[src/rtl/dsp_mac_ctrl_pkg.sv]
// Shared types and constants for the DSP-slice MAC controller.
// Optional build macro DSP_MAC_SAT_EN enables the 40-bit result clamp helper use.
package dsp_mac_ctrl_pkg;

    typedef enum logic [1:0] {
        IDLE,
        RUN,
        DRAIN,
        HOLD
    } state_t;

    localparam logic [7:0] OPM_MUL = 8'h01;
    localparam logic [7:0] OPM_MAC = 8'h09;

    localparam logic signed [47:0] SAT_MAX = 48'sh007F_FFFF_FFFF;
    localparam logic signed [47:0] SAT_MIN = 48'shFF80_0000_0000;

    typedef struct packed {
        logic valid;
        logic first;
    } tag_t;

    typedef struct packed {
        logic        sat;
        logic [47:0] data;
    } res_t;

    // Clamp a raw P value into the signed 40-bit window, flagging any clipping.
    function automatic res_t sat_clamp(input logic signed [47:0] p);
        res_t r;
        r.sat  = 1'b0;
        r.data = p;
        if (p > SAT_MAX) begin
            r.sat  = 1'b1;
            r.data = SAT_MAX;
        end else if (p < SAT_MIN) begin
            r.sat  = 1'b1;
            r.data = SAT_MIN;
        end
        return r;
    endfunction

endpackage

[src/rtl/dsp_mac_ctrl_if.sv]
// Bundle of job control, operand stream, DSP slice and result signals.
// master is the controller side, slave is the environment (sources, slice, sink).
interface dsp_mac_ctrl_if #(
    parameter int LEN_W = 8
);
    logic                    start;
    logic [LEN_W-1:0]        len;
    logic                    busy;

    logic                    op_valid;
    logic                    op_ready;
    logic signed [17:0]      op_a;
    logic signed [17:0]      op_b;

    logic signed [17:0]      dsp_a;
    logic signed [17:0]      dsp_b;
    logic                    dsp_cea;
    logic                    dsp_ceb;
    logic                    dsp_cep;
    logic [7:0]              dsp_opmode;
    logic                    dsp_rstp;
    logic signed [47:0]      dsp_p;

    logic                    res_valid;
    logic                    res_ready;
    logic signed [47:0]      res_data;
    logic                    res_sat;

    modport master (
        input  start, len, op_valid, op_a, op_b, dsp_p, res_ready,
        output busy, op_ready, dsp_a, dsp_b, dsp_cea, dsp_ceb, dsp_cep,
               dsp_opmode, dsp_rstp, res_valid, res_data, res_sat
    );

    modport slave (
        output start, len, op_valid, op_a, op_b, dsp_p, res_ready,
        input  busy, op_ready, dsp_a, dsp_b, dsp_cea, dsp_ceb, dsp_cep,
               dsp_opmode, dsp_rstp, res_valid, res_data, res_sat
    );

endinterface

[src/rtl/dsp_mac_ctrl_tagpipe.sv]
// dsp_mac_tagpipe: {valid, first} shift register that tracks each operand
// through the slice so CEP/OPMODE line up with the cycle its product reaches P.
module dsp_mac_tagpipe
    import dsp_mac_ctrl_pkg::*;
#(
    parameter int DEPTH = 2
) (
    input  logic clk,
    input  logic rst,
    input  tag_t tag_in,
    output tag_t tag_out
);

    tag_t stage [DEPTH];

    always_ff @(posedge clk) begin
        if (rst) begin
            for (int i = 0; i < DEPTH; i++) begin
                stage[i] <= '0;
            end
        end else begin
            stage[0] <= tag_in;
            for (int i = 1; i < DEPTH; i++) begin
                stage[i] <= stage[i-1];
            end
        end
    end

    assign tag_out = stage[DEPTH-1];

endmodule

[src/rtl/dsp_mac_ctrl.sv]
// Drives an external DSP slice (A1/B1, M, P registers) as a stall-tolerant MAC.
// Build macro DSP_MAC_SAT_EN clamps the result to signed 40 bits and sets res_sat.
module dsp_mac_ctrl
    import dsp_mac_ctrl_pkg::*;
#(
    parameter int LEN_W    = 8,
    parameter int PIPE_LAT = 3
) (
    input logic            clk,
    input logic            rst,
    dsp_mac_ctrl_if.master bus
);

    state_t           state;
    state_t           next_state;
    logic [LEN_W-1:0] remaining;
    logic             first_pend;
    logic [3:0]       drain_cnt;
    logic             accept;
    logic             capture;
    logic             start_job;
    logic             start_empty;
    tag_t             tag_in;
    tag_t             tag_out;
    res_t             res_next;
    logic [47:0]      res_data_q;
    logic             res_sat_q;

    always_ff @(posedge clk) begin
        if (rst) begin
            state <= IDLE;
        end else begin
            state <= next_state;
        end
    end

    // DRAIN waits until the last tagged product has landed in P, then captures.
    always_comb begin
        next_state  = state;
        accept      = 1'b0;
        capture     = 1'b0;
        start_job   = 1'b0;
        start_empty = 1'b0;
        case (state)
            IDLE: begin
                if (bus.start) begin
                    if (bus.len != '0) begin
                        start_job  = 1'b1;
                        next_state = RUN;
                    end else begin
                        start_empty = 1'b1;
                        next_state  = HOLD;
                    end
                end
            end
            RUN: begin
                accept = bus.op_valid;
                if (accept && remaining == LEN_W'(1)) begin
                    next_state = DRAIN;
                end
            end
            DRAIN: begin
                if (drain_cnt == 4'(PIPE_LAT - 1)) begin
                    capture    = 1'b1;
                    next_state = HOLD;
                end
            end
            HOLD: begin
                if (bus.res_ready) begin
                    next_state = IDLE;
                end
            end
            default: next_state = IDLE;
        endcase
    end

    always_ff @(posedge clk) begin
        if (rst) begin
            remaining  <= '0;
            first_pend <= 1'b0;
            drain_cnt  <= '0;
            res_data_q <= '0;
            res_sat_q  <= 1'b0;
        end else begin
            if (start_job) begin
                remaining  <= bus.len;
                first_pend <= 1'b1;
            end else if (accept) begin
                remaining  <= remaining - LEN_W'(1);
                first_pend <= 1'b0;
            end
            drain_cnt <= (state == DRAIN) ? drain_cnt + 4'd1 : 4'd0;
            if (start_empty) begin
                res_data_q <= '0;
                res_sat_q  <= 1'b0;
            end else if (capture) begin
                res_data_q <= res_next.data;
                res_sat_q  <= res_next.sat;
            end
        end
    end

    assign tag_in = '{valid: accept, first: accept && first_pend};

    dsp_mac_tagpipe #(
        .DEPTH (PIPE_LAT - 1)
    ) u_tagpipe (
        .clk     (clk),
        .rst     (rst),
        .tag_in  (tag_in),
        .tag_out (tag_out)
    );

`ifdef DSP_MAC_SAT_EN
    assign res_next = sat_clamp(bus.dsp_p);
`else
    assign res_next = '{sat: 1'b0, data: bus.dsp_p};
`endif

    assign bus.busy       = (state != IDLE);
    assign bus.op_ready   = (state == RUN);
    assign bus.dsp_a      = accept ? bus.op_a : '0;
    assign bus.dsp_b      = accept ? bus.op_b : '0;
    assign bus.dsp_cea    = accept;
    assign bus.dsp_ceb    = accept;
    assign bus.dsp_cep    = tag_out.valid;
    assign bus.dsp_opmode = !tag_out.valid ? 8'h00 : (tag_out.first ? OPM_MUL : OPM_MAC);
    assign bus.dsp_rstp   = rst;
    assign bus.res_valid  = (state == HOLD);
    assign bus.res_data   = res_data_q;
    assign bus.res_sat    = res_sat_q;

endmodule

[src/flat_wrapper.sv]
// flat-port wrapper written by rule: the top's interface ports become plain ports
module dsp_mac_ctrl_flat import dsp_mac_ctrl_pkg::*;
#(
    parameter int LEN_W    = 8,
    parameter int PIPE_LAT = 3
)
  (clk, rst, bus_start, bus_len, bus_op_valid, bus_op_a, bus_op_b, bus_dsp_p, bus_res_ready, bus_busy, bus_op_ready, bus_dsp_a, bus_dsp_b, bus_dsp_cea, bus_dsp_ceb, bus_dsp_cep, bus_dsp_opmode, bus_dsp_rstp, bus_res_valid, bus_res_data, bus_res_sat);
  dsp_mac_ctrl_if #(.LEN_W(LEN_W)) bus_i ();
  input logic clk;
  input logic rst;
  input wire logic [$bits(bus_i.start)-1:0] bus_start;
  input wire logic [$bits(bus_i.len)-1:0] bus_len;
  input wire logic [$bits(bus_i.op_valid)-1:0] bus_op_valid;
  input wire logic [$bits(bus_i.op_a)-1:0] bus_op_a;
  input wire logic [$bits(bus_i.op_b)-1:0] bus_op_b;
  input wire logic [$bits(bus_i.dsp_p)-1:0] bus_dsp_p;
  input wire logic [$bits(bus_i.res_ready)-1:0] bus_res_ready;
  output wire logic [$bits(bus_i.busy)-1:0] bus_busy;
  output wire logic [$bits(bus_i.op_ready)-1:0] bus_op_ready;
  output wire logic [$bits(bus_i.dsp_a)-1:0] bus_dsp_a;
  output wire logic [$bits(bus_i.dsp_b)-1:0] bus_dsp_b;
  output wire logic [$bits(bus_i.dsp_cea)-1:0] bus_dsp_cea;
  output wire logic [$bits(bus_i.dsp_ceb)-1:0] bus_dsp_ceb;
  output wire logic [$bits(bus_i.dsp_cep)-1:0] bus_dsp_cep;
  output wire logic [$bits(bus_i.dsp_opmode)-1:0] bus_dsp_opmode;
  output wire logic [$bits(bus_i.dsp_rstp)-1:0] bus_dsp_rstp;
  output wire logic [$bits(bus_i.res_valid)-1:0] bus_res_valid;
  output wire logic [$bits(bus_i.res_data)-1:0] bus_res_data;
  output wire logic [$bits(bus_i.res_sat)-1:0] bus_res_sat;
  assign bus_i.start = bus_start;
  assign bus_i.len = bus_len;
  assign bus_i.op_valid = bus_op_valid;
  assign bus_i.op_a = bus_op_a;
  assign bus_i.op_b = bus_op_b;
  assign bus_i.dsp_p = bus_dsp_p;
  assign bus_i.res_ready = bus_res_ready;
  assign bus_busy = bus_i.busy;
  assign bus_op_ready = bus_i.op_ready;
  assign bus_dsp_a = bus_i.dsp_a;
  assign bus_dsp_b = bus_i.dsp_b;
  assign bus_dsp_cea = bus_i.dsp_cea;
  assign bus_dsp_ceb = bus_i.dsp_ceb;
  assign bus_dsp_cep = bus_i.dsp_cep;
  assign bus_dsp_opmode = bus_i.dsp_opmode;
  assign bus_dsp_rstp = bus_i.dsp_rstp;
  assign bus_res_valid = bus_i.res_valid;
  assign bus_res_data = bus_i.res_data;
  assign bus_res_sat = bus_i.res_sat;
  dsp_mac_ctrl #(.LEN_W(LEN_W), .PIPE_LAT(PIPE_LAT)) u_core (.clk(clk), .rst(rst), .bus(bus_i));
endmodule
[config.mk]
export PLATFORM = sky130hd
export DESIGN_NAME = dsp_mac_ctrl_flat
export DESIGN_NICKNAME = d
export VERILOG_FILES = /design/src/rtl/dsp_mac_ctrl_pkg.sv /design/src/rtl/dsp_mac_ctrl_if.sv /design/src/rtl/dsp_mac_ctrl_tagpipe.sv /design/src/rtl/dsp_mac_ctrl.sv /design/src/flat_wrapper.sv
export SDC_FILE = /design/constraint.sdc
export NUM_CORES = 1
export LEC_CHECK = 0
export ABC_AREA = 1
export CORE_MARGIN = 3
export CORE_UTILIZATION = 30
export CTS_CLUSTER_SIZE = 30
export DETAILED_ROUTE_END_ITERATION = 16
export PLACE_DENSITY = 0.66
export SYNTH_ARGS = -nofsm -noshare
export SYNTH_HDL_FRONTEND = slang
export SYNTH_SLANG_ARGS = --single-unit
[constraint.sdc]
create_clock -name clk -period 2.1 [get_ports clk]
set_clock_uncertainty 0.1 [all_clocks]
set_input_delay 0.42 -clock clk [delete_from_list [all_inputs] [get_ports clk]]
set_output_delay 0.42 -clock clk [all_outputs]
set_load 0.05 [all_outputs]
Yosys cells after proc, flatten, opt, wreduce, memory -nomap -nowiden

Memories as Yosys holds them, arrays and structs flattened.
Index checks and enable logic that the tools add are counted.

Bitwise logic cells: 3
Reduce and logical (&&, ||, !) cells: 9
Eq/ne operators: 9
$add $sub $neg: 2
Muxes and demuxes: 28

Operator list:

| operator              | number |
|---|---|
| $mux W18              | 2 |
| $mux W8               | 3 |
| $mux W1               | 14 |
| $mux W2               | 7 |
| $eq A8 B1 Y1 const B  | 1 |
| $pmux W2 S4           | 1 |
| $reduce_bool A8 Y1    | 1 |
| $sub A8 B1 Y8 const B | 1 |
| $add A4 B1 Y4 const B | 1 |
| $eq A2 B2 Y1 const B  | 2 |
| $eq A4 B2 Y1 const B  | 1 |
| $mux W4               | 1 |
| $ne A2 B1 Y1 const B  | 2 |
| $ne A2 B2 Y1 const B  | 2 |
| $reduce_and A4 Y1     | 1 |
| $reduce_bool A2 Y1    | 2 |
| $reduce_or A2 Y1      | 2 |
| $eq A2 B1 Y1 const B  | 1 |
| $logic_and A1 B1 Y1   | 2 |
| $logic_not A2 Y1      | 1 |
| $or A1 B1 Y1          | 2 |
| $not A1 Y1            | 1 |

Output and inout port bits: 100
Memories: 1
Input port bits: 97
Register bits after elaboration: 63
Bits in writable memories: 4
Logic and storage cells: 57

Memories:

| name                   | depth | bits a word | rd ports | clocked after memory_dff | write ports | RTL line                   | text |
|---|---|---|---|---|---|---|---|
| u_core.u_tagpipe.stage | 2     | 2           | 2        | 0                        | 2           | dsp_mac_ctrl_tagpipe.sv:14 | `tag_t stage [DEPTH];` |

Logic depth before layout (Yosys ltp)

Depth after elaboration: 5
Depth in mapped cells: 11

By module

A second synthesis with hierarchy kept.

Cell total of the unflattened synthesis: 483
Area, all modules: 3429.5 sq um

Modules (own cells, without submodules):

| module          | times used | area an instance (sq um) | cells an instance | seq. area each (sq um) |
|---|---|---|---|---|
| dsp_mac_ctrl    | 1          | 3304.4                   | 469               | 1261.2 |
| dsp_mac_tagpipe | 1          | 125.1                    | 14                | 80.1 |

Worst setup path before layout

OpenSTA, ideal clock, no wires.

Kind: flip-flop to output port
Start: register u_core.state[1]
End: output port bus_dsp_a[0]
Buffers on the path: 2
Stages on the path, launching flop included: 7
Arrival: 2.163 ns
Path slack: -0.583 ns
Path through: dfxtp_1 inv_1 ha_1 nand2_1 buf_2 buf_2 nor2_1

Word-level cells in the longest chain between the ends: 3

Ends and longest elaborated chain:

| item                     | RTL line            | text |
|---|---|---|
| start: declaration       | dsp_mac_ctrl.sv:14  | `state_t state;` |
| start signal: assignment | dsp_mac_ctrl.sv:33  | `state <= next_state;` |
| $eq A2 B1 Y1             | -                   |  |
| net bus_op_ready         | flat_wrapper.sv:19  | `output wire logic [$bits(bus_i.op_ready)-1:0] bus_op_ready;` |
| $mux W1                  | dsp_mac_ctrl.sv:44  | `case (state)` |
| $mux W18                 | dsp_mac_ctrl.sv:122 | `assign bus.dsp_a = accept ? bus.op_a : '0;` |
| end: declaration         | flat_wrapper.sv:20  | `output wire logic [$bits(bus_i.dsp_a)-1:0] bus_dsp_a;` |

The timed path passes the listed nets, and every way through them passes these cells.

Worst setup path after layout

Start: register u_core.state[1]
End: output port bus_dsp_b[3]

Word-level cells in the longest chain between the ends: 3

Ends and longest elaborated chain:

| item             | RTL line            | text |
|---|---|---|
| $eq A2 B1 Y1     | dsp_mac_ctrl.sv:44  |  |
| $mux W1          | dsp_mac_ctrl.sv:44  |  |
| $mux W18         | dsp_mac_ctrl.sv:123 | `assign bus.dsp_b = accept ? bus.op_b : '0;` |
| end: declaration | flat_wrapper.sv:21  | `output wire logic [$bits(bus_i.dsp_b)-1:0] bus_dsp_b;` |

No other way between the ends.

==> metrics.md <==
| Metric | Value |
|---|---|
| Status | completed |
| Via count | 3754 |
| Setup violators final | 0 |
| Pin count of the biggest net entering global routing | slightly below 50 |
| R2r setup slk | 0.43 ns |
| Worst-skew pair later-pin latency | ~0.32 ns |
| Critical path class | reg2out |
| CP startpoint kind | flip-flop |
| Area share of the leading cell type in the synthesized netlist | 0.397 |
| Total GRT Usage | 0.168 |
| Clock sinks | 67 |
| Most frequent cells in the layout | 145 x clkdlybuf4s50_1, 93 x nand2_1, 66 x dfxtp_1 |
| Area leader, netlist | dfxtp_1 |
| Total grt overflow | 0 |
| Vias in the first global route | 3624 |
| # IOs | 197 |
| Flops & latches, synth | 67 |
| Root Buffer Master | clkbuf_16 |
| Pre-CTS WS | -0.0273 ns |
| Commonest non-fill, non-tap cell in the layout | clkdlybuf4s50_1 |
| Initial core utilization | 0.309 |
| Antenna violations before repair | 0 |
| Leak Pwr | between 2 and 3 nW |
| Pwr Total | roughly 5.4 mW |
| Nets@finish | 774 |
| Sequential share of the synthesized area | 0.397 |
| Routability congestion estimate | 0.860 |
| Layout cells sized above 1 | 0.199 |
| Total routed wirelength | 10900 um |
| CTS tree | done |
| Mapped Avg Cell Area | between 7 and 8 sq um |
| HP Start | u_core.u_tagpipe.stage[0][1]$_SDFF_PP0_ |
| Die area | around 13000 sq um |
| CTS buffer count | 9 |
| Final worst setup slack | 0.0379 ns |
| Hold buffer count at CTS | 0 |
| R2R cell count | 8 |
| Distinct cells, synth | 28 |
| Antenna viol nets, final | 0 |
| Final Hold Vio Count | 0 |
| Wire length per cell | 13.4 um |
| Critical Path RT | 1.58 ns |
| CP Max Fanout | 12 |
| Relative slew slack | 0.648 |
| Cell area after synthesis | roughly 3400 sq um |
| H-tree depth | 3 |
| R2r endpoint | u_core.state[1]$_SDFFE_PP0P_ |
| Placed insts | 790 |
| Chip width | 112 um |
| WP data arrival | 1.54 ns |
| DRC violations left | 0 |
| Min-Delay Path Depth | 2 |
| Fmax | 485 MHz |
| Top area cells in the synthesized netlist | dfxtp_1 40%, nand2_1 10%, nand4_1 9.5%, a21oi_1 8.2%, nor2_1 7.0% |
| Nature of the critical path endpoint | primary output |
| Die Y-Extent | ~110 um |
| RR Startpoint | u_core.drain_cnt[0]$_SDFF_PP0_ |
| Area delta synth->final | 92.1% |
| Final worst-path cycle share | 0.982 |
| Port bufs | between 150 and 200 |
| N_diodes | 0 |
| Synth Instances | 482 |
| Clk buf depth | 2 |
| Hold endpoint | u_core.u_tagpipe.stage[0][3]$_SDFF_PP0_ |
| Ys Warns | 0 |
| Core footprint | 10900 sq um |
| Critical Path Start | u_core.state[1]$_SDFFE_PP0P_ |
| HP Class | reg2reg |
| DP Wirelength | 8050 um |
| Fin cells | just over 800 |
| Fin. max-slew vios | 0 |
| DRT iter0 DRCs | 500 |
| # rows | 38 |
| Pre-Repair DR Iteration Count | 4 |
| Final hold slack | between 0.3 and 0.4 ns |
| Via-to-Cell Ratio | 4.62 |
| Tmin final | 2.06 ns |
| Max_cap viols | 0 |
| PwrDens | 827 nW/um^2 |
| Clock transition at the registers of the reported paths | 0.06 ns |
| Slew at the pin closest to its max-slew limit | 0.527 ns |
| First-pass GRT wire length | 17500 um |
| Peak VDD IR | 393 uV |
metrics by stage:
step / instance area, sq um / TNS (ns) / utilization
finish: 6480 / 0 / 0.593
floorplan: 3650 / -0.342 / -
detailed placement: 6060 / -0.263 / 0.554
CTS: 6400 / 0 / 0.585
global route: 6480 / -0.0317 / 0.593
global placement: 6060 / -0.195 / 0.554
synth_stat cells, drive strengths merged:
master and instances:
nand2 95, nor2 68, dfxtp 67, inv 60
a21oi 55, nand4 51, buf 36, nand3 22
ha 9, clkbuf 7, o21ai 4, a211oi 1
a31oi 1, clkinv 1, conb 1, o22ai 1
or2 1, xnor2 1, xor2 1
how the worst max path moves through the flow:
| stage | endpoint | slack [ns] | cells after the start |
|---|---|---|---|
| 2_1_floorplan | bus_dsp_a[10] | -0.02 | 6 |
| 3_3_place_gp | bus_dsp_a[0] | -0.03 | 5 |
| 3_5_place_dp | bus_dsp_a[0] | -0.03 | 5 |
| 4_1_cts | bus_dsp_a[0] | 0.02 | 5 |
| 5_1_grt | bus_dsp_b[3] | -0.03 | 6 |
| 6_report | bus_dsp_b[3] | 0.04 | 6 |
kinds of logic after synthesis:
group	Yosys count	synth area share
AO/OA/AOI/OAI	62	0.0982
XOR/XNOR	2	0.00519
flip-flops	67	0.397
adder cells (fa/ha/maj)	9	0.0334
other	1	0.00111
buffers and inverters	104	0.147
AND/OR/NAND/NOR	237	0.318
state kept, by name, indices dropped and copies added, names as in the netlist:
signal	cells
u_core.state	2
u_core.first_pend	1
u_core.u_tagpipe.stage	4
u_core.drain_cnt	4
u_core.bus.res_data	48
u_core.remaining	8
report_power, final:
part / switching, mW / leakage, nW / internal (mW) / total (mW)
clock: 0.553 / 0.155 / 1.07 / 1.62
sequential: 0.0742 / 0.542 / 1.35 / 1.42
combinational: 1.30 / 1.85 / 1.01 / 2.31
routing by layer:
layer  up-vias  wire length (um)  GRT usage
met3        11              1060     0.0652
met4         0               114     0.0457
met5         -                 0          0
li1       1911                 -          -
met1      1665              4370      0.199
met2       167              5390      0.285
layout make-up:
class / count / area [sq um]
Fill cell: 932 / 4450
Timing Repair Buffer: 212 / 2580
Multi-Input combinational cell: 317 / 1830
Sequential cell: 67 / 1340
Clock buffer: 10 / 239
Inverter: 61 / 229
Tap cell: 140 / 175
Clock inverter: 6 / 88.8
timing repair:
action	4_1_cts	5_1_grt
gates cloned	0	1
setup buffers	0	6
resized for setup	3	4
endpoints found under the setup margin	30	26
pin swaps	0	0
critical path, cell delays in order, from the launching register on:
cell	delay (ns)
dfxtp_1	0.34
inv_2	0.10
ha_4	0.18
nand2_8	0.12
buf_4	0.17
nor2_2	0.15
buf_12	0.16
No activity file was read; power rests on OpenSTA's default activity.
